[config.mk]
export PLATFORM = sky130hd
export DESIGN_NAME = lsu_flat
export DESIGN_NICKNAME = d
export VERILOG_FILES = /design/src/rtl/riscy_pkg.sv /design/src/rtl/lsu_if.sv /design/src/rtl/lsu_align.sv /design/src/rtl/lsu.sv /design/src/flat_wrapper.sv
export SDC_FILE = /design/constraint.sdc
export NUM_CORES = 1
export LEC_CHECK = 0
export CORE_MARGIN = 1.5
export CORE_UTILIZATION = 35
export DETAILED_ROUTE_END_ITERATION = 8
export MAX_ROUTING_LAYER = met4
export PLACE_DENSITY_LB_ADDON = 0.15
export SYNTH_ARGS = -nofsm -noshare
export SYNTH_HDL_FRONTEND = slang
export SYNTH_SLANG_ARGS = --single-unit
[constraint.sdc]
create_clock -name clk -period 5.1 [get_ports clk]
set_input_delay 1.02 -clock clk [delete_from_list [all_inputs] [get_ports clk]]
set_output_delay 1.02 -clock clk [all_outputs]
set_load 0.01 [all_outputs]
[src/rtl/riscy_pkg.sv]
// Shared RV32I load/store constants and the LSU state type.
package riscy_pkg;

    localparam logic [2:0] F3_B  = 3'b000;
    localparam logic [2:0] F3_H  = 3'b001;
    localparam logic [2:0] F3_W  = 3'b010;
    localparam logic [2:0] F3_BU = 3'b100;
    localparam logic [2:0] F3_HU = 3'b101;

    typedef logic [1:0] lsu_state_t;
    localparam lsu_state_t IDLE   = 2'd0;
    localparam lsu_state_t ACCESS = 2'd1;
    localparam lsu_state_t FINISH = 2'd2;

    function automatic logic f3_legal(input logic store, input logic [2:0] f3);
        if (store)
            return (f3 == F3_B) || (f3 == F3_H) || (f3 == F3_W);
        return (f3 == F3_B) || (f3 == F3_H) || (f3 == F3_W) ||
               (f3 == F3_BU) || (f3 == F3_HU);
    endfunction

endpackage

[src/rtl/lsu_if.sv]
// Word-addressed memory bus between the LSU (master) and memory (slave).
interface lsu_if;
    logic        mem_req;
    logic        mem_we;
    logic [31:0] mem_addr;
    logic [3:0]  mem_wstrb;
    logic [31:0] mem_wdata;
    logic        mem_ready;
    logic [31:0] mem_rdata;

    modport master (
        output mem_req, mem_we, mem_addr, mem_wstrb, mem_wdata,
        input  mem_ready, mem_rdata
    );

    modport slave (
        input  mem_req, mem_we, mem_addr, mem_wstrb, mem_wdata,
        output mem_ready, mem_rdata
    );
endinterface

[src/rtl/lsu_align.sv]
// Load lane select and sign/zero extension of a fetched memory word.
module lsu_align
    import riscy_pkg::*;
(
    input  logic [2:0]  funct3,
    input  logic [1:0]  offset,
    input  logic [31:0] rdata,
    output logic [31:0] data
);

    logic [7:0]  byte_v;
    logic [15:0] half_v;

    always_comb begin
        byte_v = '0;
        case (offset)
            2'd0: byte_v = rdata[7:0];
            2'd1: byte_v = rdata[15:8];
            2'd2: byte_v = rdata[23:16];
            2'd3: byte_v = rdata[31:24];
            default: byte_v = '0;
        endcase
        // Halfword lane uses offset[1] only; offset[0] is ignored here.
        half_v = offset[1] ? rdata[31:16] : rdata[15:0];

        data = rdata;
        case (funct3)
            F3_B:  data = {{24{byte_v[7]}}, byte_v};
            F3_BU: data = {24'd0, byte_v};
            F3_H:  data = {{16{half_v[15]}}, half_v};
            F3_HU: data = {16'd0, half_v};
            default: data = rdata;
        endcase
    end

endmodule

[src/rtl/lsu.sv]
// RV32I load/store unit: one memory op per start, word-aligned bus with byte strobes.
// Define LSU_MISALIGN_TRAP_EN to fault misaligned halfword/word accesses instead of aligning them down.
module lsu
    import riscy_pkg::*;
(
    input  logic        clk,
    input  logic        rst,
    input  logic        start,
    input  logic        is_load,
    input  logic        is_store,
    input  logic [2:0]  funct3,
    input  logic [31:0] address,
    input  logic [31:0] rs2_val,
    output logic        busy,
    output logic        done,
    output logic [31:0] load_data,
    output logic        fault,
    lsu_if.master       mem
);

    lsu_state_t  state;
    logic [2:0]  f3_q;
    logic [1:0]  off_q;
    logic        req_fault;
    logic [3:0]  st_wstrb;
    logic [31:0] st_wdata;
    logic [31:0] aligned;

    always_comb begin
        req_fault = (is_load == is_store) || !f3_legal(is_store, funct3);
`ifdef LSU_MISALIGN_TRAP_EN
        if ((funct3[1:0] == 2'b01 && address[0]) ||
            (funct3[1:0] == 2'b10 && address[1:0] != 2'b00))
            req_fault = 1'b1;
`endif

        st_wstrb = 4'b1111;
        st_wdata = rs2_val;
        case (funct3)
            F3_B: begin
                st_wstrb = 4'b0001 << address[1:0];
                st_wdata = {4{rs2_val[7:0]}};
            end
            F3_H: begin
                st_wstrb = 4'b0011 << {address[1], 1'b0};
                st_wdata = {2{rs2_val[15:0]}};
            end
            default: begin
                st_wstrb = 4'b1111;
                st_wdata = rs2_val;
            end
        endcase
    end

    lsu_align u_align (
        .funct3 (f3_q),
        .offset (off_q),
        .rdata  (mem.mem_rdata),
        .data   (aligned)
    );

    always_ff @(posedge clk or posedge rst) begin
        if (rst) begin
            state         <= IDLE;
            busy          <= 1'b0;
            done          <= 1'b0;
            fault         <= 1'b0;
            load_data     <= '0;
            f3_q          <= '0;
            off_q         <= '0;
            mem.mem_req   <= 1'b0;
            mem.mem_we    <= 1'b0;
            mem.mem_addr  <= '0;
            mem.mem_wstrb <= '0;
            mem.mem_wdata <= '0;
        end else begin
            done  <= 1'b0;
            fault <= 1'b0;
            case (state)
                IDLE: if (start) begin
                    busy <= 1'b1;
                    if (req_fault) begin
                        state <= FINISH;
                        done  <= 1'b1;
                        fault <= 1'b1;
                    end else begin
                        state         <= ACCESS;
                        f3_q          <= funct3;
                        off_q         <= address[1:0];
                        mem.mem_req   <= 1'b1;
                        mem.mem_we    <= is_store;
                        mem.mem_addr  <= {address[31:2], 2'b00};
                        mem.mem_wstrb <= is_store ? st_wstrb : 4'b0000;
                        mem.mem_wdata <= is_store ? st_wdata : 32'd0;
                    end
                end
                ACCESS: if (mem.mem_ready) begin
                    state       <= FINISH;
                    done        <= 1'b1;
                    mem.mem_req <= 1'b0;
                    if (!mem.mem_we)
                        load_data <= aligned;
                end
                FINISH: begin
                    state <= IDLE;
                    busy  <= 1'b0;
                end
                default: state <= IDLE;
            endcase
        end
    end

endmodule

[src/flat_wrapper.sv]
// flat-port wrapper written by rule: the top's interface ports become plain ports
module lsu_flat import riscy_pkg::*;
  (clk, rst, start, is_load, is_store, funct3, address, rs2_val, busy, done, load_data, fault, mem_mem_req, mem_mem_we, mem_mem_addr, mem_mem_wstrb, mem_mem_wdata, mem_mem_ready, mem_mem_rdata);
  lsu_if mem_i ();
  input  logic clk;
  input  logic rst;
  input  logic start;
  input  logic is_load;
  input  logic is_store;
  input  logic [2:0] funct3;
  input  logic [31:0] address;
  input  logic [31:0] rs2_val;
  output logic busy;
  output logic done;
  output logic [31:0] load_data;
  output logic fault;
  output wire logic [$bits(mem_i.mem_req)-1:0] mem_mem_req;
  output wire logic [$bits(mem_i.mem_we)-1:0] mem_mem_we;
  output wire logic [$bits(mem_i.mem_addr)-1:0] mem_mem_addr;
  output wire logic [$bits(mem_i.mem_wstrb)-1:0] mem_mem_wstrb;
  output wire logic [$bits(mem_i.mem_wdata)-1:0] mem_mem_wdata;
  input wire logic [$bits(mem_i.mem_ready)-1:0] mem_mem_ready;
  input wire logic [$bits(mem_i.mem_rdata)-1:0] mem_mem_rdata;
  assign mem_mem_req = mem_i.mem_req;
  assign mem_mem_we = mem_i.mem_we;
  assign mem_mem_addr = mem_i.mem_addr;
  assign mem_mem_wstrb = mem_i.mem_wstrb;
  assign mem_mem_wdata = mem_i.mem_wdata;
  assign mem_i.mem_ready = mem_mem_ready;
  assign mem_i.mem_rdata = mem_mem_rdata;
  lsu u_core (.clk(clk), .rst(rst), .start(start), .is_load(is_load), .is_store(is_store), .funct3(funct3), .address(address), .rs2_val(rs2_val), .busy(busy), .done(done), .load_data(load_data), .fault(fault), .mem(mem_i));
endmodule
==> impl_metrics.env, run 1 <==
export IMPL_htreeDepth=3
export IMPL_slew_viol_final=0
export IMPL_final_hold_viol_count=0
export IMPL_die_h_um=124.1
export IMPL_cts_sinks=110
export IMPL_synthArstFlopShare_pct=100.0
export IMPL_grt_pass1_vias=4209
export IMPL_avgSynthCellArea_um2=11.72
export IMPL_synth_simple_area_share_pct=13.31
export IMPL_synth_adder_area_share_pct=0
export IMPL_vias=4202
export IMPL_clockRootBuffer="clkbuf_16"
export IMPL_die_w_um=124.1
export IMPL_cts_hold_buf=0
export IMPL_drc_errors=0
export IMPL_finalSetupViolCount=0
export IMPL_numCtsBuffers=9
export IMPL_maxCapViolations=0
export IMPL_port_buffers=207
export IMPL_postCtsResizedCells=0
export IMPL_ir_drop_uv=200.4
export IMPL_ys_top_cells_by_area="dfrtp_1 (54%), mux2_4 (6.1%), a22o_1 (4.6%)"
export IMPL_swShare_pct=31.58
export IMPL_netlist_top_cells_count="dfrtp_1 (110), nand2_1 (44), a22o_1 (27), nand3_1 (27)"
export IMPL_p_per_area_nw_per_um2=451.1
export IMPL_drt_iter0_markers=250
export IMPL_dpl_cell_count=805
export IMPL_rsz0062_at_grt="false"
export IMPL_setup_ws_ns=2.017
export IMPL_synth_top_area_cell="dfrtp_1"
export IMPL_grt_pass1_wl_um=22070
export IMPL_start_util_pct=35.57
export IMPL_outcome="finished, final reports clean"
export IMPL_overflow=0
export IMPL_drt_pass1_iter_count=4
export IMPL_yosysUniqueCellTypes=37
export IMPL_finClkSkew_ns=0.007642
export IMPL_detail_route_wl_per_cell_um=17.74
export IMPL_syn_inst=438
export IMPL_synth_edf_count=0
export IMPL_worstHoldPathType="reg -> reg"
export IMPL_syn_cell_area_um2=5131
export IMPL_worst_pin_slew_ns=1.054
export IMPL_core_um2=14420
export IMPL_place_ws_ns=1.628
export IMPL_endpoint_kind="flop"
export IMPL_synth_ff_type="dfrtp_1"
export IMPL_final_min_clock_period_ns=3.083
export IMPL_yosys_mux_area_fraction_pct=14.58
export IMPL_power_switching_uw=1083
export IMPL_wl_um=14550
export IMPL_post_cts_setup_buffers=0
export IMPL_ys_ff_latch=110
export IMPL_dp_hpwl_um=10420
export IMPL_synth_top_family_by_area="multiplexers"
export IMPL_leakagePower_uw=0.003427
export IMPL_final_cell_area_um2=7604
export IMPL_start_kind="input port"
export IMPL_grt_max_degree=60
export IMPL_crit_required_ns=5.34
export IMPL_clock_power_share_pct=20.0
export IMPL_internal_power_uw=2347
export IMPL_tns_ns=0
export IMPL_antenna_left=0
export IMPL_via_per_inst=5.124
export IMPL_place_area_um2=7320
export IMPL_p_seq_share_pct=40.4
export IMPL_clk_pin_slew_worst_paths_ns=0.07
export IMPL_clk_latency_ns=0.35
export IMPL_period_share_pct=60.45
export IMPL_ioPinCount=210
export IMPL_antenna_found_initial=0
export IMPL_syn_to_final_growth_pct=48.18
export IMPL_synth_most_common_cell="dfrtp_1"
export IMPL_diodes=0
export IMPL_cts_tree="done"
export IMPL_path_class="in -> reg"
export IMPL_holdWs_ns=0.4839
export IMPL_gp_congestion=0.8339
export IMPL_yosys_warnings=0
export IMPL_nFillCells=1292
export IMPL_stdcell_count=820
export IMPL_dieArea_um2=15400
export IMPL_synth_compound_gate_area_share_pct=14.31
export IMPL_arrival_ns=3.32
export IMPL_path_max_fanout=59
export IMPL_slew_headroom_pct=29.73
export IMPL_clockBufferDepth=2
export IMPL_nets=737
export IMPL_track_usage_pct=19.44
export IMPL_rows=44
export IMPL_combPwrFrac_pct=39.6
export IMPL_synth_top_area_share_pct=53.65
export IMPL_fmax_ghz=0.3244
export IMPL_drive_gt1_share_pct=15.72
export IMPL_synthXorXnorAreaFrac_pct=0
export IMPL_yosysSeqAreaShare_pct=53.65
-- final cells by class --
type	count	area [um^2]	share of cell area, %
flip-flops and latches	110	2753	36.20
repair buffers	214	2125	27.94
clock inverters	4	31.28	0.4114
well taps	184	230.2	3.028
inverters	7	28.78	0.3785
clock buffers	11	252.7	3.324
multi-input cells	290	2183	28.71
-- placed cells by master, fill, tap and decap left out, types with 2 or more instances in the layout --
master and count:
clkdlybuf4s50_1 207, dfrtp_1 110, nand2_1 43, nand3_1 27, a22o_1 27, mux2i_1 23, o21ai_0 23, a21oi_1 22
mux2_4 21, mux2_2 18, or2_2 17, nand3_2 10, clkbuf_16 9, o2bb2ai_1 8, a22oi_1 8, buf_4 7
nand2b_1 6, inv_1 6, nor2_1 5, a21o_1 5, or3_1 4, nor2b_1 3, o21ai_1 3, nor2_2 2
nor3b_2 2, conb_1 2, clkbuf_8 2, clkinv_4 2
-- logic make-up (layout without fill, tap and decap cells) --
family	count (synthesis)	count (layout)
AND/OR/NAND/NOR	124	124
multiplexers	62	62
buffers and inverters	39	236
AO/OA/AOI/OAI	102	102
other	1	2
flip-flops	110	110
-- power groups by stage --
stage	Sequential [uW]	Combinational [uW]	Clock, uW
final	1390	1360	687
after global routing	1430	1470	744
after CTS	1390	1380	702
after detailed placement	1400	1370	0
after global placement	1390	1350	0
after floorplan	1460	530	0
-- path summary, 6_finish.rpt --
path / from / to / slack, ns / cells past startpoint
hold / removal: u_core.mem.mem_req / u_core.mem.mem_req / 0.48 / 2
hold reg to reg: u_core.mem.mem_req / u_core.mem.mem_req / 0.48 / 2
setup reg to reg: u_core.off_q[1] / u_core.load_data[28] / 2.91 / 4
setup / recovery: funct3[0] / u_core.mem.mem_addr[21] / 2.02 / 7
max in group asynchronous: rst / u_core.f3_q[0] / 3.08 / 3
min in group asynchronous: rst / u_core.mem.mem_addr[29] / 1.13 / 2
-- state kept, by name, indices dropped and copies added, names as in the netlist --
name and cells:
u_core.load_data 32, u_core.mem.mem_we 1, u_core.mem.mem_wstrb 4, u_core.f3_q 3
u_core.off_q 2, u_core.fault 1, u_core.mem.mem_req 1, u_core.busy 1
u_core.done 1, u_core.mem.mem_wdata 32, u_core.mem.mem_addr 30, u_core.state 2
-- critical path, stage by stage --
cell and delay, ns:
clkdlybuf4s50_1 0.45, buf_4 0.23, o21ai_0 0.12, o21a_2 0.16
nand2_4 0.53, buf_4 0.43, mux2_4 0.33
-- stage by stage --
stage               power (uW)  util, %
CTS                       3467    52.72
global route              3641    52.72
finish                    3430    52.72
detailed placement        2772    50.75
floorplan                 1989        -
global placement          2744    50.75
-- per-layer routing --
metal  GRT usage (%)  vias up  part of all wire [%]
met5               -        -                     0
met4           7.244        0                   1.7
met3           5.861       15                   8.7
met2           29.12      173                    45
met1           24.87     2070                    44
li1                -     1944                     -
No activity file was read; power rests on OpenSTA's default activity.
==> run 2: changes to the inputs <==
- clock period: 5.1 -> 2.7 ns (I/O delays scaled with it)
==> run 2 against run 1 <==
  * Clock power rose by 110%
  * Clock skew fell by 0.0030 ns
  * Clock-buffer cell count fell by 1
  * Routed wire length fell by 2.3%
  * Sequential power rose by 85%
  * Hold slack improved by 0.0017 ns
  * Largest power group is now combinational cells
  * Highest routed layer unchanged
==> impl_metrics.env, run 2 (same netlist as run 1, synthesis figures left out) <==
export IMPL_slew_headroom_pct=56.55
export IMPL_p_per_area_nw_per_um2=857.7
export IMPL_holdWs_ns=0.4856
export IMPL_rows=44
export IMPL_grt_pass1_wl_um=21560
export IMPL_grt_pass1_vias=4127
export IMPL_slew_viol_final=0
export IMPL_post_cts_setup_buffers=0
export IMPL_maxCapViolations=0
export IMPL_leakagePower_uw=0.003471
export IMPL_cts_hold_buf=0
export IMPL_worst_pin_slew_ns=0.6504
export IMPL_port_buffers=207
export IMPL_swShare_pct=31.37
export IMPL_drc_errors=0
export IMPL_wl_um=14210
export IMPL_diodes=0
export IMPL_final_cell_mix="clkdlybuf4s50_1 (207), dfrtp_1 (110), nand2_1 (43)"
export IMPL_path_class="in -> reg"
export IMPL_crit_required_ns=2.94
export IMPL_final_cell_area_um2=7707
export IMPL_core_um2=14420
export IMPL_endpoint_kind="flop"
export IMPL_worstHoldPathType="reg -> reg"
export IMPL_internal_power_uw=4537
export IMPL_final_min_clock_period_ns=1.958
export IMPL_dieArea_um2=15400
export IMPL_track_usage_pct=18.85
export IMPL_clk_pin_slew_worst_paths_ns=0.08
export IMPL_cts_tree="done"
export IMPL_via_per_inst=5.029
export IMPL_path_buf_inv=2
export IMPL_setup_ws_ns=0.7420
export IMPL_power_switching_uw=2074
export IMPL_critical_path_cell_chain="clkdlybuf4s50_1 -> nor3b_2 -> o21a_2 -> nand2_4 -> buf_4 -> mux2_2"
export IMPL_overflow=0
export IMPL_detail_route_wl_per_cell_um=17.19
export IMPL_place_ws_ns=0.3538
export IMPL_reg_top3="u_core.load_data: 32 flops, u_core.mem.mem_wdata: 32 flops, u_core.mem.mem_addr: 30 flops"
export IMPL_numCtsBuffers=9
export IMPL_period_share_pct=72.52
export IMPL_drive_gt1_share_pct=16.64
export IMPL_clock_power_share_pct=21.4
export IMPL_clockRootBuffer="clkbuf_16"
export IMPL_fmax_ghz=0.5107
export IMPL_cp_depth=6
export IMPL_drt_pass1_iter_count=4
export IMPL_finalSetupViolCount=0
export IMPL_p_total_uw=6611
export IMPL_vias=4159
export IMPL_path_max_fanout=13
export IMPL_hold_depth=2
export IMPL_rsz0062_at_grt="false"
export IMPL_ioPinCount=210
export IMPL_nets=743
export IMPL_dp_hpwl_um=10040
export IMPL_clk_latency_ns=0.36
export IMPL_crit_slowest_cell="clkdlybuf4s50_1"
export IMPL_layout_commonest_cell="clkdlybuf4s50_1"
export IMPL_antenna_found_initial=0
export IMPL_r2r_cells=4
export IMPL_tns_ns=0
export IMPL_p_seq_share_pct=38.8
export IMPL_grt_max_degree=111
export IMPL_outcome="finished, final reports clean"
export IMPL_finClkSkew_ns=0.004610
export IMPL_htreeDepth=3
export IMPL_start_kind="input port"
export IMPL_nFillCells=1272
export IMPL_gp_congestion=0.7871
export IMPL_final_hold_viol_count=0
export IMPL_die_w_um=124.1
export IMPL_syn_to_final_growth_pct=50.21
export IMPL_worst_path_largest_cell_delay_ns=0.55
export IMPL_postCtsResizedCells=0
export IMPL_crit_family="buffers and inverters"
export IMPL_place_area_um2=7391
export IMPL_drt_iter0_markers=222
export IMPL_ir_drop_uv=470.2
export IMPL_cts_sinks=110
export IMPL_start_util_pct=35.57
export IMPL_clockBufferDepth=2
export IMPL_arrival_ns=2.20
export IMPL_antenna_left=0
export IMPL_die_h_um=124.1
export IMPL_combPwrFrac_pct=39.8
run 2: changes by cell type in the layout (fill, tap and decap cells not counted), sizes merged:
cell / change
bufinv: +1
clkinvlp: +2
clkbuf: -1
buf: +6
clkinv: -1
run 2: power by group through the flow:
stage               Clock [uW]  Sequential [uW]  Combinational, uW
detailed placement           0             2590               2650
global route              1520             2640               2840
CTS                       1460             2570               2660
floorplan                    0             2760               1000
finish                    1420             2570               2630
global placement             0             2580               2630
run 2: worst register-to-register path, cell delays in order, from the launching register on:
cell and delay (ns):
dfrtp_1 0.56, mux2_4 0.35, and2_4 0.17, o2111ai_4 0.54, nand3_1 0.15
run 2: path summary, 6_finish.rpt:
check / slack, ns / startpoint / endpoint
max reg2reg: 0.78 / u_core.off_q[1] / u_core.load_data[16]
max: 0.74 / funct3[2] / u_core.off_q[0]
min reg2reg: 0.49 / u_core.load_data[3] / u_core.load_data[3]
min in group asynchronous: 0.68 / rst / u_core.mem.mem_addr[2]
min: 0.49 / u_core.load_data[3] / u_core.load_data[3]
max in group asynchronous: 1.51 / rst / u_core.load_data[14]
run 2: layout make-up:
type                            count  area [um^2]  share of cell area, %
Multi-Input combinational cell    290         2183                  28.33
Timing Repair Buffer              220         2195                  28.47
Inverter                            7        30.03                 0.3896
Tap cell                          184        230.2                  2.987
Clock inverter                      6        77.57                  1.006
Sequential cell                   110         2753                  35.71
Clock buffer                       10        239.0                  3.101
run 2: through the flow:
step,instances,utilization (%)
floorplan,439,-
global placement,811,51.24
detailed placement,811,51.24
CTS,827,53.44
global route,827,53.44
finish,827,53.44
run 2: metal layers:
layer  vias to the layer above  wire, um  track usage (%)
met5                         -         0                -
met4                         0       123            4.261
met1                      2026      6312            24.84
met2                       172      6490            28.13
li1                       1949         -                -
met3                        12      1288            6.502
==> run 3: changes to the inputs <==
- clock period: 2.7 -> 1.85 ns (I/O delays scaled with it)
==> run 3 against run 2 <==
  * Hold slack worse by 0.017 ns
  * Sequential power grew 44%
  * Register-to-register slack got worse by 0.53 ns
  * Utilization is 2.0 points higher
  * Clock-buffer cell count shrank 1
  * Combinational power is 51% higher
  * Largest cell class unchanged
  * Largest power group unchanged
  * Highest routed layer unchanged
==> impl_metrics.env, run 3 (same netlist as run 1, synthesis figures left out) <==
export IMPL_cts_tree="done"
export IMPL_setup_ws_ns=0.1543
export IMPL_drc_errors=0
export IMPL_path_class="reg -> out"
export IMPL_holdWs_ns=0.4690
export IMPL_detail_route_wl_per_cell_um=17.01
export IMPL_vias=4289
export IMPL_start_util_pct=35.57
export IMPL_postCtsResizedCells=0
export IMPL_ioPinCount=210
export IMPL_diodes=0
export IMPL_grt_max_degree=58
export IMPL_regArea_um2=2753
export IMPL_r2r_cells=5
export IMPL_clk_pin_slew_worst_paths_ns=0.07
export IMPL_core_um2=14420
export IMPL_period_share_pct=91.66
export IMPL_htreeDepth=3
export IMPL_rows=44
export IMPL_maxCapViolations=0
export IMPL_place_ws_ns=-0.1528
export IMPL_gp_congestion=0.8502
export IMPL_cp_depth=1
export IMPL_cts_sinks=110
export IMPL_clk_latency_ns=0.35
export IMPL_slew_viol_final=0
export IMPL_arrival_ns=1.33
export IMPL_outcome="finished, final reports clean"
export IMPL_finalSetupViolCount=0
export IMPL_layout_commonest_cell="clkdlybuf4s50_1"
export IMPL_clockRootBuffer="clkbuf_16"
export IMPL_grt_pass1_vias=4317
export IMPL_antenna_left=0
export IMPL_ir_drop_uv=502.6
export IMPL_finClkSkew_ns=0.005525
export IMPL_crit_required_ns=1.48
export IMPL_dp_hpwl_um=10790
export IMPL_worst_path_largest_cell_delay_ns=0.56
export IMPL_antenna_found_initial=0
export IMPL_p_per_area_nw_per_um2=1228
export IMPL_post_cts_setup_buffers=0
export IMPL_path_max_fanout=4
export IMPL_critical_path_cell_chain="clkdlybuf4s50_1"
export IMPL_grt_pass1_wl_um=22250
export IMPL_crit_slowest_cell="clkdlybuf4s50_1"
export IMPL_die_h_um=124.1
export IMPL_p_total_uw=9818
export IMPL_port_buffers=207
export IMPL_path_buf_inv=1
export IMPL_reg_top3="u_core.load_data: 32 flops, u_core.mem.mem_wdata: 32 flops, u_core.mem.mem_addr: 30 flops"
export IMPL_final_cell_mix="clkdlybuf4s50_1 (207), dfrtp_1 (110), nand2_1 (43)"
export IMPL_multi_input_area_um2=2183
export IMPL_numCtsBuffers=9
export IMPL_drive_gt1_share_pct=19.88
export IMPL_rsz0062_at_grt="false"
export IMPL_die_w_um=124.1
export IMPL_syn_to_final_growth_pct=55.77
export IMPL_overflow=0
export IMPL_nFillCells=1267
export IMPL_fmax_ghz=0.5897
export IMPL_nets=769
export IMPL_start_kind="flop"
export IMPL_clockBufferDepth=2
export IMPL_final_hold_viol_count=0
export IMPL_track_usage_pct=19.35
export IMPL_crit_family="buffers and inverters"
export IMPL_final_min_clock_period_ns=1.696
export IMPL_via_per_inst=5.028
export IMPL_drt_pass1_iter_count=4
export IMPL_endpoint_kind="output pin"
export IMPL_dieArea_um2=15400
export IMPL_wl_um=14510
export IMPL_cts_hold_buf=0
export IMPL_drt_iter0_markers=272
export IMPL_leakagePower_uw=0.003628
export IMPL_worstHoldPathType="in -> async"
run 3: changes by cell type in the layout (fill, tap and decap cells not counted), sizes merged:
| cell | before | now |
|---|---|---|
| buf | 13 | 39 |
| bufinv | 1 | 2 |
| clkbuf | 10 | 9 |
run 3: cell type report:
class	count	area share, %
Tap cell	184	2.880
Sequential cell	110	34.44
Multi-Input combinational cell	290	27.32
Clock inverter	7	1.331
Clock buffer	9	2.818
Timing Repair Buffer	246	30.84
Inverter	7	0.3757
run 3: final timing paths:
path                               startpoint                      end  slack [ns]
setup / recovery            u_core.mem.mem_we               mem_mem_we        0.15
hold / removal                            rst  u_core.mem.mem_wstrb[1]        0.47
setup reg to reg              u_core.off_q[0]     u_core.load_data[15]        0.25
hold reg to reg            u_core.mem.mem_req       u_core.mem.mem_req        0.49
max in group asynchronous                 rst     u_core.load_data[23]        1.09
min in group clk           u_core.mem.mem_req       u_core.mem.mem_req        0.49
run 3: routing by layer:
| layer | up-vias | routed length (um) | GRT usage [%] | share of wire [%] |
|---|---|---|---|---|
| met3 | 16 | 986 | 4.441 | 6.8 |
| met1 | 2096 | 6757 | 26.51 | 47 |
| li1 | 2005 | - | - | - |
| met5 | - | 0 | - | 0 |
| met4 | 0 | 225 | 5.256 | 1.6 |
| met2 | 172 | 6541 | 28.88 | 45 |
run 3: where the power goes:
group | leakage (uW) | switching [uW] | internal (uW)
sequential | 0.00138 | 510 | 3200
combinational | 0.00209 | 1580 | 2380
clock | 0.000159 | 939 | 1210
total | 0.00363 | 3030 | 6790
run 3: metrics by stage:
stage	setup TNS (ns)	cells	utilization, %	area, um^2
floorplan	0	439	-	5139
global placement	-7.275	837	53.11	7661
detailed placement	-9.980	837	53.11	7661
CTS	0	853	55.41	7993
global route	0	853	55.41	7993
finish	0	853	55.41	7993
